## src/rtl/bus_watchdog.sv

```systemverilog
// bus_watchdog: bus-cycle timeout monitor. While as_n is low and dtack_n has
// not answered, counts clocks against a limit latched at cycle start and
// drives berr_n low on timeout until the master drops as_n.
// Optional feature macro: WATCHDOG_EVCNT_EN adds the saturating timeout
// event counter output evcnt.
module bus_watchdog #(
   parameter int unsigned CNT_W = 8,
   parameter int unsigned EVT_W = 4
) (
   input  logic             clk,
   input  logic             rst,
   input  logic             clr,
   input  logic             as_n,
   input  logic             dtack_n,
   input  logic [CNT_W-1:0] limit,
   output logic             berr_n,
   output logic             busy
`ifdef WATCHDOG_EVCNT_EN
   ,
   output logic [EVT_W-1:0] evcnt
`endif
);

   typedef enum logic [1:0] {
      ST_IDLE  = 2'd0,
      ST_COUNT = 2'd1,
      ST_BERR  = 2'd2
   } state_e;

   state_e           state_q, state_d;
   logic [CNT_W-1:0] cnt_q, cnt_d;
   logic [CNT_W-1:0] lim_q, lim_d;
   logic             armed_q, armed_d;
   logic             berr_n_q, berr_n_d;
   logic             busy_q, busy_d;

`ifdef WATCHDOG_EVCNT_EN
   logic [EVT_W-1:0] ev_q, ev_d;
`else
   logic             unused_evt_w;
   assign unused_evt_w = (EVT_W == 0);
`endif

   // State and output registers; reset aborts any bus cycle in progress
   always_ff @(posedge clk or posedge rst) begin
      if (rst) begin
         state_q  <= ST_IDLE;
         cnt_q    <= '0;
         lim_q    <= '0;
         armed_q  <= 1'b0;
         berr_n_q <= 1'b1;
         busy_q   <= 1'b0;
`ifdef WATCHDOG_EVCNT_EN
         ev_q     <= '0;
`endif
      end else begin
         state_q  <= state_d;
         cnt_q    <= cnt_d;
         lim_q    <= lim_d;
         armed_q  <= armed_d;
         berr_n_q <= berr_n_d;
         busy_q   <= busy_d;
`ifdef WATCHDOG_EVCNT_EN
         ev_q     <= ev_d;
`endif
      end
   end

   // Next-state logic; outputs are derived from the next state so they
   // change on the same edge as the state
   always_comb begin
      state_d = state_q;
      cnt_d   = cnt_q;
      lim_d   = lim_q;
      // After reset, a cycle left asserted across reset must not be watched:
      // require one as_n high sample before accepting a new cycle
      armed_d = armed_q | as_n;
`ifdef WATCHDOG_EVCNT_EN
      ev_d    = ev_q;
`endif

      unique case (state_q)
         ST_IDLE: begin
            cnt_d = '0;
            if (armed_q && !as_n && dtack_n) begin
               state_d = ST_COUNT;
               lim_d   = limit;
            end
         end
         ST_COUNT: begin
            if (as_n || !dtack_n) begin
               state_d = ST_IDLE;
               cnt_d   = '0;
            end else if (lim_q == '0) begin
               cnt_d = cnt_q;
            end else if (cnt_q == lim_q - CNT_W'(1)) begin
               // Timeout outranks a kick on the same edge
               state_d = ST_BERR;
`ifdef WATCHDOG_EVCNT_EN
               if (ev_q != {EVT_W{1'b1}}) begin
                  ev_d = ev_q + EVT_W'(1);
               end
`endif
            end else if (clr) begin
               cnt_d = '0;
            end else begin
               cnt_d = cnt_q + CNT_W'(1);
            end
         end
         ST_BERR: begin
            if (as_n) begin
               state_d = ST_IDLE;
               cnt_d   = '0;
            end
         end
         default: begin
            state_d = ST_IDLE;
            cnt_d   = '0;
         end
      endcase

      berr_n_d = (state_d != ST_BERR);
      busy_d   = (state_d != ST_IDLE);
   end

   assign berr_n = berr_n_q;
   assign busy   = busy_q;
`ifdef WATCHDOG_EVCNT_EN
   assign evcnt  = ev_q;
`endif

endmodule

```

## config.mk

```make
export PLATFORM = sky130hd
export DESIGN_NAME = bus_watchdog
export DESIGN_NICKNAME = d
export VERILOG_FILES = /design/src/rtl/bus_watchdog.sv
export SDC_FILE = /design/constraint.sdc
export NUM_CORES = 1
export LEC_CHECK = 0
export CORE_ASPECT_RATIO = 0.75
export CORE_MARGIN = 4
export CORE_UTILIZATION = 55
export CTS_BUF_LIST = sky130_fd_sc_hd__clkbuf_16
export CTS_CLUSTER_DIAMETER = 60
export DETAILED_ROUTE_END_ITERATION = 8
export GPL_TIMING_DRIVEN = 0
export PLACE_DENSITY = 0.89
export RECOVER_POWER = 100
export SLEW_MARGIN = 40
export SYNTH_ARGS = -nofsm -noshare
export SYNTH_HDL_FRONTEND = slang
export SYNTH_SLANG_ARGS = --single-unit
```

## constraint.sdc

```tcl
create_clock -name clk -period 3.06 [get_ports clk]
set_clock_uncertainty 0.05 [all_clocks]
set_input_delay 0.612 -clock clk [delete_from_list [all_inputs] [get_ports clk]]
set_output_delay 0.612 -clock clk [all_outputs]
set_load 0.01 [all_outputs]
```

### Word-level counts from Yosys, hierarchy flattened

Cells that the tools add are included.

| word-level totals | value |
|---|---|
| bits in registers | 21 |
| logic and storage cells | 38 |

| cells by class | value |
|---|---|
| add/sub/neg operators | 2 |
| bitwise logic cells | 1 |
| equality and inequality tests | 7 |
| reduce and logical (&&, ||, !) cells | 10 |
| muxes and demuxes | 12 |

Operators with widths:

| operator | number |
|---|---|
| 2-to-1 mux 8 bit | 5 |
| one-hot mux 8 bit (2 select lines) | 1 |
| 2-to-1 mux 2 bit | 5 |
| adder 8 x 1 -> 8 bit (second input constant) | 1 |
| == test 8 bit | 1 |
| zero test 8 bit | 1 |
| subtractor 8 x 1 -> 8 bit (second input constant) | 1 |
| != test 3 bit (second input constant) | 2 |
| one-hot mux 2 bit (3 select lines) | 1 |
| != test 2 bit (second input constant) | 2 |
| AND reduction 3 bit | 1 |
| == test 2 x 1 -> 1 bit (second input constant) | 1 |
| == test 2 bit (second input constant) | 1 |
| logical AND 1 bit | 2 |
| zero test 1 bit | 2 |
| zero test 2 bit | 1 |
| AND reduction 2 bit | 1 |
| nonzero test 2 bit | 1 |
| logical OR 1 bit | 1 |
| OR 1 bit | 1 |

### Depth between registers and ports, before layout

| depth | value |
|---|---|
| depth in word-level cells | 7 |
| depth in mapped cells | 8 |
| gate-level depth less buffers | 8 |

### Least setup slack after synthesis

OpenSTA, ideal clock, no wires.

| timing path | value |
|---|---|
| kind | input port to flip-flop |
| from | input port as_n |
| to | register cnt_q[5] |
| data required time | 2915 ps |
| buffers on the path | 0 |
| path slack | 784 ps |
| stages | 6 |
| setup time | 95 ps |
| arrival | 2130 ps |
| cells stage by stage | or4bb_1 > nor4_1 > o21ai_1 > a311oi_1 > o21ai_0 > o31ai_1 |

| on the way | value |
|---|---|
| cells in the longest elaborated chain, start to end | 3 |
| elaborated cells between the ends (all ways) | 7 |
| classes of those cells | eq/ne: 3; mux: 2; reduce/logical: 2 |

RTL lines:

| what | line | source |
|---|---|---|
| start, declared | 13 | `input logic as_n,` |
| logical OR 1 bit | 91 | `if (as_n \|\| !dtack_n) begin` |
| != test 3 bit (no line) / 2-to-1 mux 8 bit (equally long branches) | - |  |
| AND reduction 3 bit (no line) / one-hot mux 8 bit (2 select lines) (equally long branches) | - |  |
| end signal, assigned | 58 | `cnt_q <= cnt_d;` |
| end, declared | 31 | `logic [CNT_W-1:0] cnt_q, cnt_d;` |

Several ways; a longest one is shown, not always the timed one.
A chain may end at the register's enable or synchronous reset.

### Final worst setup path

| timing path | value |
|---|---|
| from | input port dtack_n |
| to | register cnt_q[5] |

| on the way | value |
|---|---|
| cells in the longest elaborated chain, start to end | 4 |
| elaborated cells between the ends (all ways) | 7 |
| classes of those cells | eq/ne: 2; mux: 2; reduce/logical: 3 |

RTL lines:

| what | line | source |
|---|---|---|
| start, declared | 14 | `input logic dtack_n,` |
| zero test 1 bit (*) | 91 |  |
| logical OR 1 bit (*) | 91 |  |
| != test 3 bit (no line) / 2-to-1 mux 8 bit (equally long branches) | - |  |
| AND reduction 3 bit (no line) / one-hot mux 8 bit (2 select lines) (equally long branches) | - |  |

Every way passes the cells marked *; elsewhere a longest branch is shown, timed or not.

==> out/qor.csv <==
metric,value,unit
critical-path cell list,dlygate4sd3_1 -> or4bb_1 -> nor4_1 -> o21ai_0 -> a311oi_2 -> o21ai_0 -> o31ai_1,
Yosys reg bits,21,
Max Cap Viol,0,
Power Density,493,mW/mm²
CP Launch Type,primary input,
buffer and inverter count on the worst path,1,
Worst setup EP type,register,
Slew @ Worst Pin,0.798,ns
Routed WL,3.08,mm
Routed WL per cell,16.7,µm
FMAX,354,MHz
Util after Layout,69.3,%
synthesized area per cell,10.2,µm²
share of cells above drive strength 1,19.9,%
first-pass GRT wire length,5.10,mm
CTS buffer count,3,
H-Tree Depth,1,
asr flop ratio synth,100,%
minimum period implied by the final worst setup slack,2.83,ns
Slew Limit Fails,0,
Leak,0.000643,µW
CP max stage cell,dlygate4sd3_1,
"commonest cells after routing, fill and taps aside","dfrtp_1, o21ai_0, clkdlybuf4s50_1",
final number of hold-violating endpoints,0,
hold depth,1,
number of flops mapped to enable cells by yosys,0,
DR top layer,met4,
Gate Count Post-Synth,133,
overall power,794,µW
GRT Overall Usage,20.2,%
diode count,0,
WP data arrival,2.93,ns
"Cell Area, Synth",0.00136,mm²
Ports,15,
row count,15,
sequential cell area,527,µm²
multi-input logic area,793,µm²
post-DR vias/cell,6.06,
drt pass-1 iters,4,
Synthesized Nets,149,
Die X,65.4,µm
WL met2,1.47,mm
# setup viols final,0,
peak supply drop,0.455,mV
"CP delay by family, top",compound AO/OA/AOI/OAI gates,
"Area growth, synth to finish",18.7,%
worst reg-to-reg path cell count,8,
Die H,51.0,µm
CP max stage delay,0.58,ns
core box area,0.00233,mm²
"most used cell, CP",o21ai_0,
Hold Crit Class,reg2reg,
Die ar.,0.00334,mm²
Final GP Congestion,0.881,
Crit Path Max Fanout,5,
Port Buf Inserts,14,
metal3 WL,198,µm
drt initial violations,105,
wire length on met1,1.36,mm
crit path kind,in2reg,
initial antenna violation count,0,
Root Driver,clkbuf_16,
vias in the first global route,1054,
Final HPWL DP,2.15,mm
pin count of the biggest net entering global routing,22,
Routed Antenna Nets,0,
worst-skew pair later-pin latency,0.25,ns
critical path data required time,3.17,ns
total clock sinks,21,
initial core utilization,58.4,%
status,finished clean,
Clock Tree Buf Depth,2,
residual DRC count,0,
fill count,184,
sequential area share after synthesis,38.8,%
via count,1121,
fin crit share,92.4,%
WP depth,7,
GRT overflow,0,
"commonest non-fill, non-tap cell in the layout",dfrtp_1,
Slew HR,46.7,%
clk slew on worst S/H paths,0.06,ns
fin nets,168,
TritonCTS clock tree,done,
RSZ-0062 raised after global routing,no,
Synth Flop Type,dfrtp_1,
count of cell types in the netlist,47,
Ys Warns,0,
-- power by group --
part / internal, µW / leakage [µW] / switching (µW)
Sequential: 302 / 0.000265 / 39.2
Clock: 176 / 0.0000409 / 104
Combinational: 93.3 / 0.000337 / 81.0
Total: 571 / 0.000643 / 224
-- worst reg2reg max path: cells and delay by family (launching register included) --
kind | cells | cell delay [ns]
simple gates | 3 | 1.22
compound gates | 2 | 0.55
flops | 1 | 0.44
fa+ha+maj | 1 | 0.19
mux | 1 | 0.16
buf+inv | 1 | 0.12
-- area by class of cell --
class	count	area share [%]
repair buffers	14	8.69
clock buffers	3	4.65
multi-input cells	104	49.2
clock inverters	1	0.310
inverters	6	1.40
plain buffers	2	0.465
well taps	34	2.64
flip-flops and latches	21	32.7
-- cell usage after synthesis (all sizes together), types with 2 or more instances --
cell,count,area (µm²)
a31oi,3,18.8
and3,2,12.5
clkbuf,2,7.51
dfrtp,20,500
ha,3,37.5
inv,6,22.5
mux2,9,101
nand2,9,36.3
nand2b,2,12.5
nand3,5,25.0
nor2,7,26.3
nor2b,2,20.0
nor3,2,10.0
nor4,3,33.8
o21ai,21,105
o22ai,2,25.0
o31ai,4,43.8
or2,3,18.8
xnor2,6,52.6
-- cells by family (layout without fill, tap and decap cells) --
kind of cell | count (synthesis) | in the layout | share of synthesized area [%]
xor+xnor | 8 | 8 | 6.26
fa+ha+maj | 3 | 3 | 2.76
mux | 10 | 10 | 8.20
buf+inv | 8 | 26 | 2.21
compound gates | 37 | 37 | 19.2
flops | 21 | 21 | 38.8
simple gates | 46 | 46 | 22.7
-- worst paths after layout --
| kind | slack (ns) | end | from |
|---|---|---|---|
| setup reg to reg | 0.25 | cnt_q[1] | lim_q[0] |
| min in group asynchronous | 0.90 | lim_q[0] | rst |
| max in group asynchronous | 1.57 | cnt_q[5] | rst |
| setup / recovery | 0.23 | cnt_q[5] | dtack_n |
| hold reg to reg | 0.44 | armed_q | armed_q |
| hold / removal | 0.44 | armed_q | armed_q |
-- metal layers --
metal  global-route usage [%]  vias up
met3                     5.05        6
met4                     6.21        0
li1                         -      527
met1                     27.3      536
met2                     31.8       52
met5                        0        -
-- flip-flops by register name (all words and copies together) (netlist names) --
register	count
armed_q	1
berr_n	1
busy	1
cnt_q	8
lim_q	8
state_q	2
-- metrics by stage --
step / TNS (ns) / hold WS (ns) / cell area [µm²] / setup WS (ns) / instances
finish: 0 / 0.438 / 1610 / 0.234 / 185
global route: 0 / 0.482 / 1610 / 0.100 / 185
CTS: 0 / 0.439 / 1630 / 0.144 / 185
detailed placement: -0.316 / 0.421 / 1550 / -0.0907 / 181
global placement: 0 / 0.425 / 1540 / 0.0173 / 181
floorplan: 0 / 0.405 / 1360 / 0.784 / 133
-- what timing repair did --
item | in CTS | in global routing
setup endpoints to repair | 0 | 2
hold buffers | 0 | 0
resized for setup | 0 | 1
setup buffers | 0 | 0
endpoints found under the hold margin | 0 | 0
Power figures use the tool's default switching activity.
